File: src/rtl/led_sched_pkg.sv
// Shared types and width constants for the LED pulse scheduler.
// The state encoding is fixed so that it reads the same in waveforms across the codebase.
package led_sched_pkg;

  typedef enum logic [1:0] {
    ST_IDLE = 2'd0,
    ST_ON   = 2'd1,
    ST_OFF  = 2'd2,
    ST_GAP  = 2'd3
  } state_t;

  localparam int COUNT_W = 4;
  localparam int LEVEL_W = 3;
  localparam int PWM_W   = 3;

  // The phase counter only has to reach (longest window - 1).
  function automatic int phase_w(input int on_t, input int off_t, input int gap_t);
    int m;
    m = on_t;
    if (off_t > m) m = off_t;
    if (gap_t > m) m = gap_t;
    return (m < 2) ? 1 : $clog2(m);
  endfunction

endpackage

File: src/rtl/led_pulse_sched_tick_gen.sv
// Free-running prescaler. o_tick is high for one clk while the count sits at
// TICK_DIV-1, which is the cycle on which the count wraps back to 0.
module tick_gen #(
  parameter int TICK_DIV = 240
) (
  input  logic clk,
  input  logic reset,
  output logic o_tick
);

  localparam int CW = (TICK_DIV < 2) ? 1 : $clog2(TICK_DIV);
  localparam logic [CW-1:0] LAST = CW'(TICK_DIV - 1);

  logic [CW-1:0] r_cnt;

  always_ff @(posedge clk or posedge reset) begin
    if (reset)              r_cnt <= '0;
    else if (r_cnt == LAST) r_cnt <= '0;
    else                    r_cnt <= r_cnt + 1'b1;
  end

  assign o_tick = (r_cnt == LAST);

endmodule

File: src/rtl/led_pulse_sched.sv
// Round-robin scheduler that shares one active-low LED between NREQ requesters.
// Each grant plays count ON/OFF blink pairs at a PWM level, then a dark guard gap.
module led_pulse_sched
  import led_sched_pkg::*;
#(
  parameter int NREQ      = 3,
  parameter int TICK_DIV  = 240,
  parameter int ON_TICKS  = 15000,
  parameter int OFF_TICKS = 15000,
  parameter int GAP_TICKS = 50000
) (
  input  logic                    clk,
  input  logic                    reset,
  input  logic [NREQ-1:0]         req_valid,
  input  logic [COUNT_W*NREQ-1:0] req_count,
  input  logic [LEVEL_W*NREQ-1:0] req_level,
  output logic [NREQ-1:0]         req_ack,
  output logic                    busy,
  output logic [1:0]              grant_id,
  output logic                    led_n
);

  localparam int PH_W = phase_w(ON_TICKS, OFF_TICKS, GAP_TICKS);
  localparam logic [PH_W-1:0] ON_LAST  = PH_W'(ON_TICKS - 1);
  localparam logic [PH_W-1:0] OFF_LAST = PH_W'(OFF_TICKS - 1);
  localparam logic [PH_W-1:0] GAP_LAST = PH_W'(GAP_TICKS - 1);
  localparam logic [1:0]      REQ_LAST = 2'(NREQ - 1);

  state_t               r_state, w_state_nxt;
  logic                 w_tick;
  logic                 w_exit;
  logic [PH_W-1:0]      r_phase;
  logic [PWM_W-1:0]     r_pwm;
  logic [COUNT_W-1:0]   r_remaining;
  logic [LEVEL_W-1:0]   r_level;
  logic [1:0]           r_rr;
  logic [1:0]           r_grant;
  logic [NREQ-1:0]      r_ack;
  logic                 r_led_n;
  logic                 w_found;
  logic [1:0]           w_win;
  logic [COUNT_W-1:0]   w_cnt_sel;
  logic [LEVEL_W-1:0]   w_lvl_sel;
  logic                 w_lit;

  tick_gen #(.TICK_DIV(TICK_DIV)) u_tick_gen (
    .clk    (clk),
    .reset  (reset),
    .o_tick (w_tick)
  );

  // First pass covers requesters at or above rr_ptr, second pass wraps to the bottom.
  always_comb begin
    w_found   = 1'b0;
    w_win     = '0;
    w_cnt_sel = '0;
    w_lvl_sel = '0;
    for (int i = 0; i < NREQ; i++) begin
      if (!w_found && req_valid[i] && (2'(i) >= r_rr)) begin
        w_found = 1'b1;
        w_win   = 2'(i);
      end
    end
    for (int i = 0; i < NREQ; i++) begin
      if (!w_found && req_valid[i]) begin
        w_found = 1'b1;
        w_win   = 2'(i);
      end
    end
    for (int i = 0; i < NREQ; i++) begin
      if (w_win == 2'(i)) begin
        w_cnt_sel = req_count[i*COUNT_W +: COUNT_W];
        w_lvl_sel = req_level[i*LEVEL_W +: LEVEL_W];
      end
    end
  end

  always_ff @(posedge clk or posedge reset) begin
    if (reset) r_state <= ST_IDLE;
    else       r_state <= w_state_nxt;
  end

  always_comb begin
    w_exit      = 1'b0;
    w_state_nxt = r_state;
    case (r_state)
      ST_IDLE: if (w_found) w_state_nxt = (w_cnt_sel != '0) ? ST_ON : ST_GAP;
      ST_ON: begin
        w_exit = w_tick && (r_phase == ON_LAST);
        if (w_exit) w_state_nxt = ST_OFF;
      end
      ST_OFF: begin
        w_exit = w_tick && (r_phase == OFF_LAST);
        if (w_exit) w_state_nxt = (r_remaining != '0) ? ST_ON : ST_GAP;
      end
      ST_GAP: begin
        w_exit = w_tick && (r_phase == GAP_LAST);
        if (w_exit) w_state_nxt = ST_IDLE;
      end
      default: w_state_nxt = ST_IDLE;
    endcase
  end

  assign w_lit = (r_state == ST_ON) && (r_pwm < r_level);

  always_ff @(posedge clk or posedge reset) begin
    if (reset) begin
      r_phase     <= '0;
      r_pwm       <= '0;
      r_remaining <= '0;
      r_level     <= '0;
      r_rr        <= '0;
      r_grant     <= '0;
      r_ack       <= '0;
      r_led_n     <= 1'b1;
    end else begin
      r_ack   <= '0;
      r_led_n <= ~w_lit;
      if (w_tick) r_pwm <= r_pwm + 1'b1;
      // Phase restarts on every state change; IDLE never leaves it non-zero.
      if (w_state_nxt != r_state)              r_phase <= '0;
      else if (w_tick && r_state != ST_IDLE)   r_phase <= r_phase + 1'b1;
      if (r_state == ST_IDLE && w_found) begin
        r_remaining <= w_cnt_sel;
        r_level     <= w_lvl_sel;
        r_grant     <= w_win;
        r_ack       <= NREQ'(1) << w_win;
        r_rr        <= (w_win == REQ_LAST) ? 2'd0 : w_win + 2'd1;
      end else if (r_state == ST_ON && w_exit) begin
        r_remaining <= r_remaining - 1'b1;
      end
    end
  end

  assign req_ack  = r_ack;
  assign busy     = (r_state != ST_IDLE);
  assign grant_id = r_grant;
  assign led_n    = r_led_n;

endmodule

File: config.mk
export PLATFORM = sky130hd
export DESIGN_NAME = led_pulse_sched
export DESIGN_NICKNAME = d
export VERILOG_FILES = /design/src/rtl/led_sched_pkg.sv /design/src/rtl/led_pulse_sched_tick_gen.sv /design/src/rtl/led_pulse_sched.sv
export SDC_FILE = /design/constraint.sdc
export NUM_CORES = 1
export LEC_CHECK = 0
export ABC_AREA = 1
export CORE_MARGIN = 3
export CORE_UTILIZATION = 40
export CTS_BUF_LIST = sky130_fd_sc_hd__clkbuf_4 sky130_fd_sc_hd__clkbuf_8 sky130_fd_sc_hd__clkbuf_16
export DETAILED_ROUTE_END_ITERATION = 10
export HOLD_SLACK_MARGIN = 0.02
export PLACE_DENSITY = 0.62
export SETUP_SLACK_MARGIN = 0.2
export SYNTH_ARGS = -nofsm -noshare
export SYNTH_HDL_FRONTEND = slang
export SYNTH_SLANG_ARGS = --single-unit
File: constraint.sdc
create_clock -name clk -period 5.72 [get_ports clk]
set_clock_uncertainty 0.15 [all_clocks]
set_input_delay 1.43 -clock clk [delete_from_list [all_inputs] [get_ports clk]]
set_output_delay 1.43 -clock clk [all_outputs]
set_load 0.1 [all_outputs]
==> summary.md <==
| Metric | Value |
|---|---|
| Worst EP required | `around 4.1 ns` |
| Core area | `approximately 6500 µm²` |
| Tightest Pin Transition | `0.972 ns` |
| Synth area leaders | `dfrtp_1 39%, nand2_1 8.3%, inv_1 6.0%` |
| Period utilization | `0.704` |
| Top delay family on crit path | `buffers and inverters` |
| Synthesized Nets | `372` |
| Sequential area share after synthesis | `0.401` |
| Switching share of power | `0.470` |
| Hold slack | `0.317 ns` |
| DRT iter0 DRCs | `~110` |
| Wire length per cell | `12.8 µm` |
| Post-synth EDFFs | `0` |
| Clk buf depth | `2` |
| Final Hold Vio Count | `0` |
| Cell count after synthesis | `334` |
| Hold EP | `u_tick_gen.r_cnt[0]$_DFF_PP0_` |
| Fmax achieved | `248 MHz` |
| CTS root buf | `clkbuf_8` |
| Antenna cells | `0` |
| Clock power share | `0.192` |
| Setup TNS Final | `0 ns` |
| Combinational Power Share | `0.497` |
| Initial Util | `0.424` |
| Max stage delay cell, worst path | `clkdlybuf4s50_1` |
| RSZ-0062 raised after global routing | `false` |
| Multi-input logic area | `around 1400 µm²` |
| Setup crit end kind | `output pin` |
| Critical path class | `reg2out` |
| Pre-CTS setup slack | `1.61 ns` |
| Nets | `408` |
| Non-Filler Instances | `448` |
| Ys async rst share | `1.00` |
| Largest net degree at the start of global routing | `45` |
| Synthesized area | `around 2800 µm²` |
| Post-cts hold buffer count | `0` |
| Yosys top cell area share | `0.391` |
| Via count | `approximately 2300` |
| Sequential share of power | `0.311` |
| Hold Crit Class | `reg2reg` |
| Yosys top cell by area | `dfrtp_1` |
| Die height | `88.9 µm` |
| Leading cell type by number of instances after synthesis | `nand2_1` |
| Total Wirelength | `5720 µm` |
| Hold Path Origin | `u_tick_gen.r_cnt[0]$_DFF_PP0_` |
| Power Density | `~400 nW/µm²` |
| Switch Pwr | `0.000611 W` |
| Max-slew headroom | `0.350` |
| Die ar. | `7910 µm²` |
| CTS tree | `built` |
| Final GP Congestion | `0.830` |
| Min Clock Period, post-route | `4.03 ns` |
| Final WS setup | `1.69 ns` |
| Post-Syn Area per Cell | `8.24 µm²` |
| Pint | `0.000690 W` |
| Drt drc | `0` |
| MaxCap Viol Count | `0` |
| CTS resizes | `0` |
| Ports | `33` |
| Global route overflow | `0` |
| Global-route wire length before repair | `9960 µm` |
| R2R Path End | `r_phase[4]$_DFFE_PP0P_` |
| Share of layout cells above drive strength 1 | `0.108` |
| Setup-failing EPs final | `0` |
| Synth top cells by count | `61 x nand2_1, 44 x inv_1, 43 x dfrtp_1` |
| #FFs+latches synth | `44` |
| Crit-path cells | `inv_1 > ha_1 > inv_1 > clkdlybuf4s50_1` |
| Pre-Repair DR Iteration Count | `4` |
| Hold path cells | `1` |
| Total CTS buffers | `5` |
| Die X | `between 80 and 90 µm` |
| Dpl cells | `440` |
| H-tree levels | `2` |
| Final max-slew violation count | `0` |
| Worst R2R Setup Slack | `3.12 ns` |
| Leakage | `1.46 nW` |
| FF+latch area | `1100 µm²` |
| Final core utilization | `0.502` |
| Arr. time, crit path | `2.45 ns` |
| Worst R2R Start | `u_tick_gen.r_cnt[0]$_DFF_PP0_` |
| Crit-path max FO | `7` |
| Synth warn | `0` |
| VDD IR max | `0.232 mV` |
| Status | `complete, no violations` |
| Crit path buffers/inverters | `3` |
| Vias/cell | `5.02` |
| Initial antenna violation count | `0` |
| Total track usage | `0.156` |
| # rows | `29` |
| Most used DFF post-synth | `dfrtp_1` |
| Max incr delay on CP | `1.15 ns` |
| Vias in the first global route | `~2200` |
| Port bufs | `32` |
| R2R depth | `14` |
| Element type at the critical path start | `flip-flop` |
| Cell mode on critical path | `inv_1` |
| Area Growth Syn to Fin | `18.4%` |
| Netlist cell types | `41` |
| Count of antenna-violating nets left after detailed routing | `0` |
| DP HPWL | `4370 µm` |
| Worst skew pair latency | `0.29 ns` |
| # fillers | `604` |
| CTS sink count | `44` |
| Total setup buffers inserted after CTS | `0` |
| Clock-pin slew on the worst setup and hold paths | `about 0.080 ns` |
cell usage in the layout, fill, tap and decap left out, drive strengths merged, types with 3 or more instances in the layout:
master / netlist / layout
a21oi: 8 / 8
clkbuf: 2 / 6
clkdlybuf4s50: 0 / 32
clkinv: 1 / 3
dfrtp: 43 / 43
ha: 12 / 12
inv: 46 / 45
nand2: 66 / 66
nand3: 30 / 30
nand4: 10 / 10
nor2: 44 / 44
nor3: 13 / 13
nor4: 6 / 6
o21ai: 15 / 15
o21bai: 3 / 3
xnor2: 4 / 4
xor2: 13 / 13
area by class of cell:
| type | instances | share of cell area |
|---|---|---|
| clock buffer | 6 | 0.0253 |
| tap | 77 | 0.0296 |
| inverter | 47 | 0.0545 |
| multi-input combinational | 239 | 0.440 |
| clock inverter | 2 | 0.0119 |
| timing repair buffer | 33 | 0.101 |
| sequential | 44 | 0.338 |
worst max path at each step:
stage | startpoint | end | cells past startpoint | slack [ns]
6_report | r_state[0]$_DFF_PP0_ | busy | 4 | 1.69
5_1_grt | r_state[0]$_DFF_PP0_ | busy | 4 | 1.57
4_1_cts | r_state[0]$_DFF_PP0_ | busy | 4 | 1.68
3_5_place_dp | req_valid[1] | r_phase[4]$_DFFE_PP0P_ | 13 | 1.61
3_3_place_gp | req_valid[1] | r_phase[4]$_DFFE_PP0P_ | 13 | 1.71
2_1_floorplan | req_valid[0] | r_phase[10]$_DFFE_PP0P_ | 13 | 2.64
power groups by stage:
stage	Sequential, W	Clock, W	Combinational, W
6_report	0.000405	0.000249	0.000647
5_1_grt	0.000413	0.000269	0.000721
4_1_cts	0.000404	0.000260	0.000654
3_5_place_dp	0.000410	0	0.000651
3_3_place_gp	0.000410	0	0.000649
2_1_floorplan	0.000509	0	0.000451
cells by family (layout without fill, tap and decap cells):
| logic type | count (synthesis) | after routing | synth area share |
|---|---|---|---|
| and+or+nand+nor | 172 | 172 | 0.322 |
| muxes | 1 | 1 | 0.00364 |
| buffers and inverters | 51 | 88 | 0.0787 |
| adders and majority gates | 12 | 12 | 0.0546 |
| xor gates and xnor gates | 17 | 17 | 0.0541 |
| AOI/OAI and AO/OA | 37 | 37 | 0.0859 |
| DFF | 44 | 44 | 0.401 |
flip-flops by register name, indices dropped and copies added (netlist names), 2 cells and up:
| register | flops |
|---|---|
| req_ack | 3 |
| r_pwm | 3 |
| u_tick_gen.r_cnt | 8 |
| grant_id | 2 |
| r_state | 2 |
| r_rr | 2 |
| r_level | 3 |
| r_remaining | 4 |
| r_phase | 16 |
stage by stage:
stage / power, W / instance area, µm²
6_report: 0.00130 / 3260
2_1_floorplan: 0.000960 / 2750
5_1_grt: 0.00140 / 3260
3_5_place_dp: 0.00106 / 3140
3_3_place_gp: 0.00106 / 3140
4_1_cts: 0.00132 / 3260
metal layers:
metal	GRT usage	vias up	wire [µm]
met2	0.254	39	2710
li1	-	1170	-
met3	0.0323	6	166
met1	0.216	1036	2790
met4	0.0338	0	53
met5	0	-	0
Note: power is estimated with default switching activity, not from simulation.
